$ cat src/rtl/s_mixcolumn_seq.sv
// rtl/s_mixcolumn_seq.sv - column-serial AES MixColumns controller sharing one 32-bit column unit
`timescale 1ns/1ps

module S_mixcolumn_32bit (
  input  logic [31:0] col_in,
  output logic [31:0] col_out
);

  // multiply by x in GF(2^8) modulo x^8+x^4+x^3+x+1
  function automatic logic [7:0] xtime(input logic [7:0] v);
    return {v[6:0], 1'b0} ^ (v[7] ? 8'h1b : 8'h00);
  endfunction

  logic [7:0] a, b, c, d;
  logic [7:0] a2, b2, c2, d2;

  // one column through the [2 3 1 1; 1 2 3 1; 1 1 2 3; 3 1 1 2] matrix
  always_comb begin
    a  = col_in[31:24];
    b  = col_in[23:16];
    c  = col_in[15:8];
    d  = col_in[7:0];
    a2 = xtime(a);
    b2 = xtime(b);
    c2 = xtime(c);
    d2 = xtime(d);
    col_out[31:24] = a2 ^ (b2 ^ b) ^ c ^ d;
    col_out[23:16] = a ^ b2 ^ (c2 ^ c) ^ d;
    col_out[15:8]  = a ^ b ^ c2 ^ (d2 ^ d);
    col_out[7:0]   = (a2 ^ a) ^ b ^ c ^ d2;
  end

endmodule

module s_mixcolumn_seq #(
  parameter int PIPE = 0
) (
  input  logic         clk,
  input  logic         rst,
  input  logic         in_valid,
  output logic         in_ready,
  input  logic [127:0] in_data,
  input  logic         in_bypass,
  output logic         out_valid,
  input  logic         out_ready,
  output logic [127:0] out_data,
  output logic         busy
);

  typedef enum logic [1:0] {
    IDLE  = 2'd0,
    RUN   = 2'd1,
    DRAIN = 2'd2,
    DONE  = 2'd3
  } state_t;

  state_t       state;
  logic [1:0]   col;
  logic [127:0] st_reg;
  logic         byp_reg;
  logic [127:0] res_reg;

  logic [31:0]  col_in;
  logic [31:0]  col_mix;
  logic [31:0]  col_res;

  logic         wr_en;
  logic [1:0]   wr_idx;
  logic [31:0]  wr_data;

  // select the current column of the captured state for the shared unit
  always_comb begin
    col_in = st_reg[127:96];
    case (col)
      2'd0: col_in = st_reg[127:96];
      2'd1: col_in = st_reg[95:64];
      2'd2: col_in = st_reg[63:32];
      2'd3: col_in = st_reg[31:0];
      default: col_in = st_reg[127:96];
    endcase
  end

  S_mixcolumn_32bit u_col (
    .col_in  (col_in),
    .col_out (col_mix)
  );

  // the unit is always exercised; bypass only chooses what gets stored
  assign col_res = byp_reg ? col_in : col_mix;

  generate
    if (PIPE != 0) begin : g_pipe
      logic [31:0] pipe_reg;

      // register the column result; it lands in the result slot one cycle later
      always_ff @(posedge clk or posedge rst) begin
        if (rst) begin
          pipe_reg <= '0;
        end else if (state == RUN) begin
          pipe_reg <= col_res;
        end
      end

      assign wr_en   = ((state == RUN) && (col != 2'd0)) || (state == DRAIN);
      assign wr_idx  = (state == DRAIN) ? 2'd3 : (col - 2'd1);
      assign wr_data = pipe_reg;
    end else begin : g_nopipe
      assign wr_en   = (state == RUN);
      assign wr_idx  = col;
      assign wr_data = col_res;
    end
  endgenerate

  // collect column results into the output state register
  always_ff @(posedge clk or posedge rst) begin
    if (rst) begin
      res_reg <= '0;
    end else if (wr_en) begin
      case (wr_idx)
        2'd0: res_reg[127:96] <= wr_data;
        2'd1: res_reg[95:64]  <= wr_data;
        2'd2: res_reg[63:32]  <= wr_data;
        2'd3: res_reg[31:0]   <= wr_data;
        default: res_reg[127:96] <= wr_data;
      endcase
    end
  end

  assign out_data = res_reg;

  // control FSM with registered handshake and busy outputs
  always_ff @(posedge clk or posedge rst) begin
    if (rst) begin
      state     <= IDLE;
      col       <= 2'd0;
      st_reg    <= '0;
      byp_reg   <= 1'b0;
      in_ready  <= 1'b1;
      out_valid <= 1'b0;
      busy      <= 1'b0;
    end else begin
      case (state)
        IDLE: begin
          if (in_valid && in_ready) begin
            st_reg   <= in_data;
            byp_reg  <= in_bypass;
            col      <= 2'd0;
            state    <= RUN;
            in_ready <= 1'b0;
            busy     <= 1'b1;
          end
        end
        RUN: begin
          col <= col + 2'd1;
          if (col == 2'd3) begin
            if (PIPE != 0) begin
              state <= DRAIN;
            end else begin
              state     <= DONE;
              out_valid <= 1'b1;
            end
          end
        end
        DRAIN: begin
          state     <= DONE;
          out_valid <= 1'b1;
        end
        DONE: begin
          if (out_ready) begin
            state     <= IDLE;
            out_valid <= 1'b0;
            busy      <= 1'b0;
            in_ready  <= 1'b1;
          end
        end
        default: begin
          state     <= IDLE;
          out_valid <= 1'b0;
          busy      <= 1'b0;
          in_ready  <= 1'b1;
        end
      endcase
    end
  end

endmodule

$ cat config.mk
export PLATFORM = sky130hd
export DESIGN_NAME = s_mixcolumn_seq
export DESIGN_NICKNAME = d
export VERILOG_FILES = /design/src/rtl/s_mixcolumn_seq.sv
export SDC_FILE = /design/constraint.sdc
export NUM_CORES = 1
export LEC_CHECK = 0
export CAP_MARGIN = 20
export CORE_ASPECT_RATIO = 0.6
export CORE_MARGIN = 4
export CORE_UTILIZATION = 47
export DETAILED_ROUTE_END_ITERATION = 10
export PLACE_DENSITY = 0.84
export SLEW_MARGIN = 20
export SYNTH_ARGS = -nofsm -noshare
export SYNTH_HDL_FRONTEND = slang
export SYNTH_SLANG_ARGS = --single-unit
$ cat constraint.sdc
create_clock -name clk -period 8.3 [get_ports clk]
set_clock_uncertainty 0.1 [all_clocks]
set_input_delay 1.245 -clock clk [delete_from_list [all_inputs] [get_ports clk]]
set_output_delay 1.245 -clock clk [all_outputs]
set_load 0.05 [all_outputs]
**Word-level counts from Yosys, hierarchy flattened**

Cells that the tools add are included.

- Flip-flop bits (word level): 264
- Input bits: 133
- Output and inout bits: 131
- Logic and storage cells: 76

- Add/subtract/negate cells: 1
- Equal/unequal tests: 9
- Multiplexer cells: 20
- Bitwise gates (word level): 20
- Reduce and logical (&&, ||, !) cells: 15

Operators by type and width:

| kind | number |
|---|---|
| $xor A8 B8 Y8 | 20 |
| $pmux W32 S4 | 1 |
| $mux W32 | 1 |
| $mux W5 | 4 |
| $reduce_and A2 Y1 | 6 |
| $reduce_and A3 Y1 | 3 |
| $eq A2 B2 Y1 const B | 4 |
| $mux W2 | 4 |
| $pmux W2 S4 | 1 |
| $mux W1 | 5 |
| $eq A2 B1 Y1 const B | 2 |
| $logic_not A2 Y1 | 2 |
| $ne A2 B2 Y1 const B | 2 |
| $pmux W1 S2 | 2 |
| $pmux W2 S2 | 1 |
| $reduce_bool A2 Y1 | 2 |
| $pmux W1 S3 | 1 |
| $reduce_bool A3 Y1 | 1 |
| $add A2 B1 Y2 const B | 1 |
| $ne A2 B1 Y1 const B | 1 |
| $logic_and A1 B1 Y1 | 1 |

**Logic depth before layout (Yosys ltp)**

- Word-level depth: 9
- Depth in mapped cells: 10
- Gate-level depth less buffers: 7

**By module**

Synthesis repeated with hierarchy kept, for this count alone.

- Cell total of the unflattened synthesis: 1013
- Area, all modules: 12693.4 um^2

By module, submodules not included:

| module | instances | cells an instance | area each (um^2) | seq. area each (um^2) |
|---|---|---|---|---|
| s_mixcolumn_seq | 1 | 932 | 11355.9 | 6607.6 |
| S_mixcolumn_32bit | 1 | 81 | 1337.5 | 0.0 |

**Least setup slack after synthesis**

Ideal clock, no wire load.

- Path type: input port to flip-flop
- From: input in_valid
- To: register st_reg[55]
- Setup time: 125 ps
- Data arrival time: 2408 ps
- Required time: 8075 ps
- Setup slack: 5667 ps
- Cell stages on the path: 4
- Buffers on the path: 2
- Cell sequence: nand3_1 clkbuf_1 clkbuf_1 mux2_2

- Word-level cells in the longest chain between the ends: 2

RTL lines:

| what | RTL line | text |
|---|---|---|
| start, declared | 40 | `input logic in_valid,` |
| $logic_and A1 B1 Y1 | 144 | `if (in_valid && in_ready) begin` |
| $reduce_and A2 Y1 (no source line) | -- |  |
| end signal, assigned | 145 | `st_reg <= in_data;` |
| end, declared | 59 | `logic [127:0] st_reg;` |

Every way passes these cells.
A chain may end at the register's enable or synchronous reset.

**Worst setup path in the final report**

- From: register col[0]
- To: register res_reg[58], in the netlist out_data[58]

- Word-level cells in the longest chain between the ends: 8
- Elaborated cells on any way between the ends: 13
- Classes of those cells: 3 x eq/ne; 2 x mux; 6 x bitwise; 2 x reduce/logical

RTL lines:

| what | RTL line | text |
|---|---|---|
| start, declared | 58 | `logic [1:0] col;` |
| start signal, assigned | 154 | `col <= col + 2'd1;` |
| $eq A2 B2 Y1, or another cell as far along | 74 | `case (col)` |
| $pmux W32 S4 | 74 |  |
| $xor A8 B8 Y8 | 11 | `return {v[6:0], 1'b0} ^ (v[7] ? 8'h1b : 8'h00);` |
| $xor A8 B8 Y8 (4 in series) | 27 | `col_out[31:24] = a2 ^ (b2 ^ b) ^ c ^ d;` |
| $mux W32 | 89 | `assign col_res = byp_reg ? col_in : col_mix;` |
| end signal, assigned | 122 | `2'd2: res_reg[63:32] <= wr_data;` |
| end, declared | 61 | `logic [127:0] res_reg;` |

Parallel ways exist; a longest one is shown, timed or not.

==> metrics <==
Tightest Hold Check Type=reg2reg; max frequency=~260 MHz; setup repair after global routing missed its margin=no; WS Path Type=reg2reg; first-pass GRT wire length=between 50 and 60 mm; drt first pass iters=6; via count=approximately 9.6k; number of synthesized register bits=roughly 260; hold slack=0.391 ns; Ports=264; Mapped Cells=between 1k and 1.5k; hold path startpoint=out_data[92]$_DFFE_PP0P_; Remaining Overflow, GRT=0; Max Cap Viol=0; clock transition at the registers of the reported paths=~0.060 ns; relative slew slack=between 20% and 30%; Area growth syn-to-layout=29.9%; Die ar.=approximately 0.03 mm²; Gates resized, CTS repair=0; Synthesis Warnings=0; Core Region=between 0.02 and 0.03 mm²; setup TNS=0 ns; Post-CTS Hold Fix Bufs=0; Vias/cell=5.93; CTS tree=built; Post-synth ARST share=between 90% and 100%; Mapped Avg Cell Area=about 12 µm²; Routed Antenna Nets=0; Post-synth EDFFs=0; Critical Path Source=col[0]$_DFFE_PP0P_; kind of cell adding the most delay to the critical path=compound AO/OA/AOI/OAI gates; largest net degree at the start of global routing=150; Place WS=~4.4 ns; WL/cell=24.1 µm; CP arrival=between 4 and 5 ns; gp weighted congestion=between 0.8 and 0.9; post-layout util=around three fifths; most frequent cells in the layout=dfrtp_1, clkdlybuf4s50_1, nand2_1, mux2_2, o221ai_1; Max stage delay cell, worst path=a21oi_1; Total GRT Usage=26.2%; Mapped Area=0.0126 mm²; endpoints failing setup=0; status=finished clean; fin crit share=between 40 and 50%; Syn Nets=about 1.2k; post-detail-place hpwl=about 27 mm; Most used DFF post-synth=dfrtp_1; fin crit period=just under 4 ns; CP dominant cell by count=a21oi_1; Routed WL=roughly 40 mm; Residual DRC=0; 1st-iter DRT viols=a little over 1k; share of layout cells above drive strength 1=approximately 17%; fillers=2061; post-CTS setup buffer count=0; Die Ht=135 µm; post-synth cell types=36; Required @ worst endpoint=between 8 and 9 ns; worst skew pair latency=0.54 ns; vias in the first global route=9791; sequential area share after synthesis=52.4%; final hold violation count=0; CTS Buffer Depth=3; Crit. End Element=flop; final setup slack of the worst path=4.44 ns; CTS Buf Count=26; nets=approximately 1.4k; Die Span X=between 200 and 250 µm; PortBufs=263; num rows=46; fin. max-slew vios=0; initial antenna violation count=2; worst path bufs/invs=2; Worst Max-Slew Pin Slew=about 1.1 ns; Crit Path Max Fanout=41; crit-path max cell delay=slightly below 0.8 ns; crit start category=flop; Clock Sinks=about 260; worst path cell trace=inv_1 -> ha_2 -> buf_4 -> a21oi_1 -> a21oi_1 -> xnor3_1 -> xnor2_1 -> o221ai_1; H-Tree Depth=1; Clk Tree Root Cell=clkbuf_16; R2R Path Start=col[0]$_DFFE_PP0P_; Starting Density=47.7%
cell families (layout without fill, tap and decap cells):
| kind of cell | after synthesis | after routing | share of synthesized area (%) |
|---|---|---|---|
| buffers and inverters | 91 | 331 | 3.05 |
| AOI/OAI and AO/OA | 234 | 234 | 14.6 |
| other | 0 | 1 | 0 |
| muxes | 133 | 133 | 11.9 |
| xor gates and xnor gates | 73 | 73 | 10.0 |
| adders and majority gates | 10 | 10 | 0.993 |
| and+or+nand+nor | 210 | 210 | 7.02 |
| DFF | 264 | 264 | 52.4 |
tightest hold or removal path: stages, from the launching register on:
cell,delay [ns]
dfrtp_1,0.34
nand2_1,0.05
o221ai_1,0.06
Yosys cell counts (3+ instances only):
cell type / number / share of area [%]
dfrtp_1: 263 / 52
nand2_1: 172 / 5.1
mux2_2: 130 / 12
o221ai_1: 127 / 8.8
clkbuf_1: 63 / 1.9
a21oi_1: 49 / 1.9
xnor3_1: 39 / 7.0
a22oi_1: 31 / 1.8
nor2b_1: 30 / 1.5
xnor2_1: 21 / 1.5
buf_2: 13 / 0.52
a21oi_2: 11 / 0.76
ha_1: 10 / 0.99
inv_1: 10 / 0.30
xor2_1: 6 / 0.42
xor3_1: 5 / 0.94
or2_2: 4 / 0.20
a222oi_1: 3 / 0.24
buf_4: 3 / 0.18
mux2i_1: 3 / 0.24
path summary, 6_finish.rpt:
path	endpoint	slack, ns	depth (start not counted)
max	out_data[58]$_DFFE_PP0P_	4.44	8
min	out_data[92]$_DFFE_PP0P_	0.39	2
max reg2reg	out_data[58]$_DFFE_PP0P_	4.44	8
min reg2reg	out_data[92]$_DFFE_PP0P_	0.39	2
max in group asynchronous	out_data[16]$_DFFE_PP0P_	5.65	4
min in group asynchronous	st_reg[52]$_DFFE_PP0P_	1.16	3
metrics by stage:
| stage | instances | cell area [µm²] |
|---|---|---|
| after CTS | 1615 | 16400 |
| after global placement | 1568 | 15500 |
| final | 1616 | 16400 |
| after detailed placement | 1568 | 15500 |
| after global routing | 1616 | 16400 |
| after floorplan | 1015 | 12600 |
layer usage:
| metal | track usage [%] | routed length (µm) | vias up |
|---|---|---|---|
| li1 | - | - | 4197 |
| met1 | 38.9 | 17200 | 4852 |
| met2 | 38.3 | 16800 | 480 |
| met3 | 7.42 | 3950 | 58 |
| met4 | 6.63 | 941 | 2 |
| met5 | 0 | 13 | - |
area by class of cell:
cell class | count | area [µm²] | area share (%)
multi-input combinational | 660 | 5640 | 34.5
clock buffer | 31 | 691 | 4.22
inverter | 10 | 41.3 | 0.252
sequential | 264 | 6610 | 40.4
clock inverter | 16 | 208 | 1.27
antenna | 1 | 2.50 | 0.0153
tap | 360 | 450 | 2.75
timing repair buffer | 274 | 2730 | 16.7
Power is left out: the tool's default activity adds up to more than one toggle a clock period on the data nets, which glitch-free logic cannot reach.
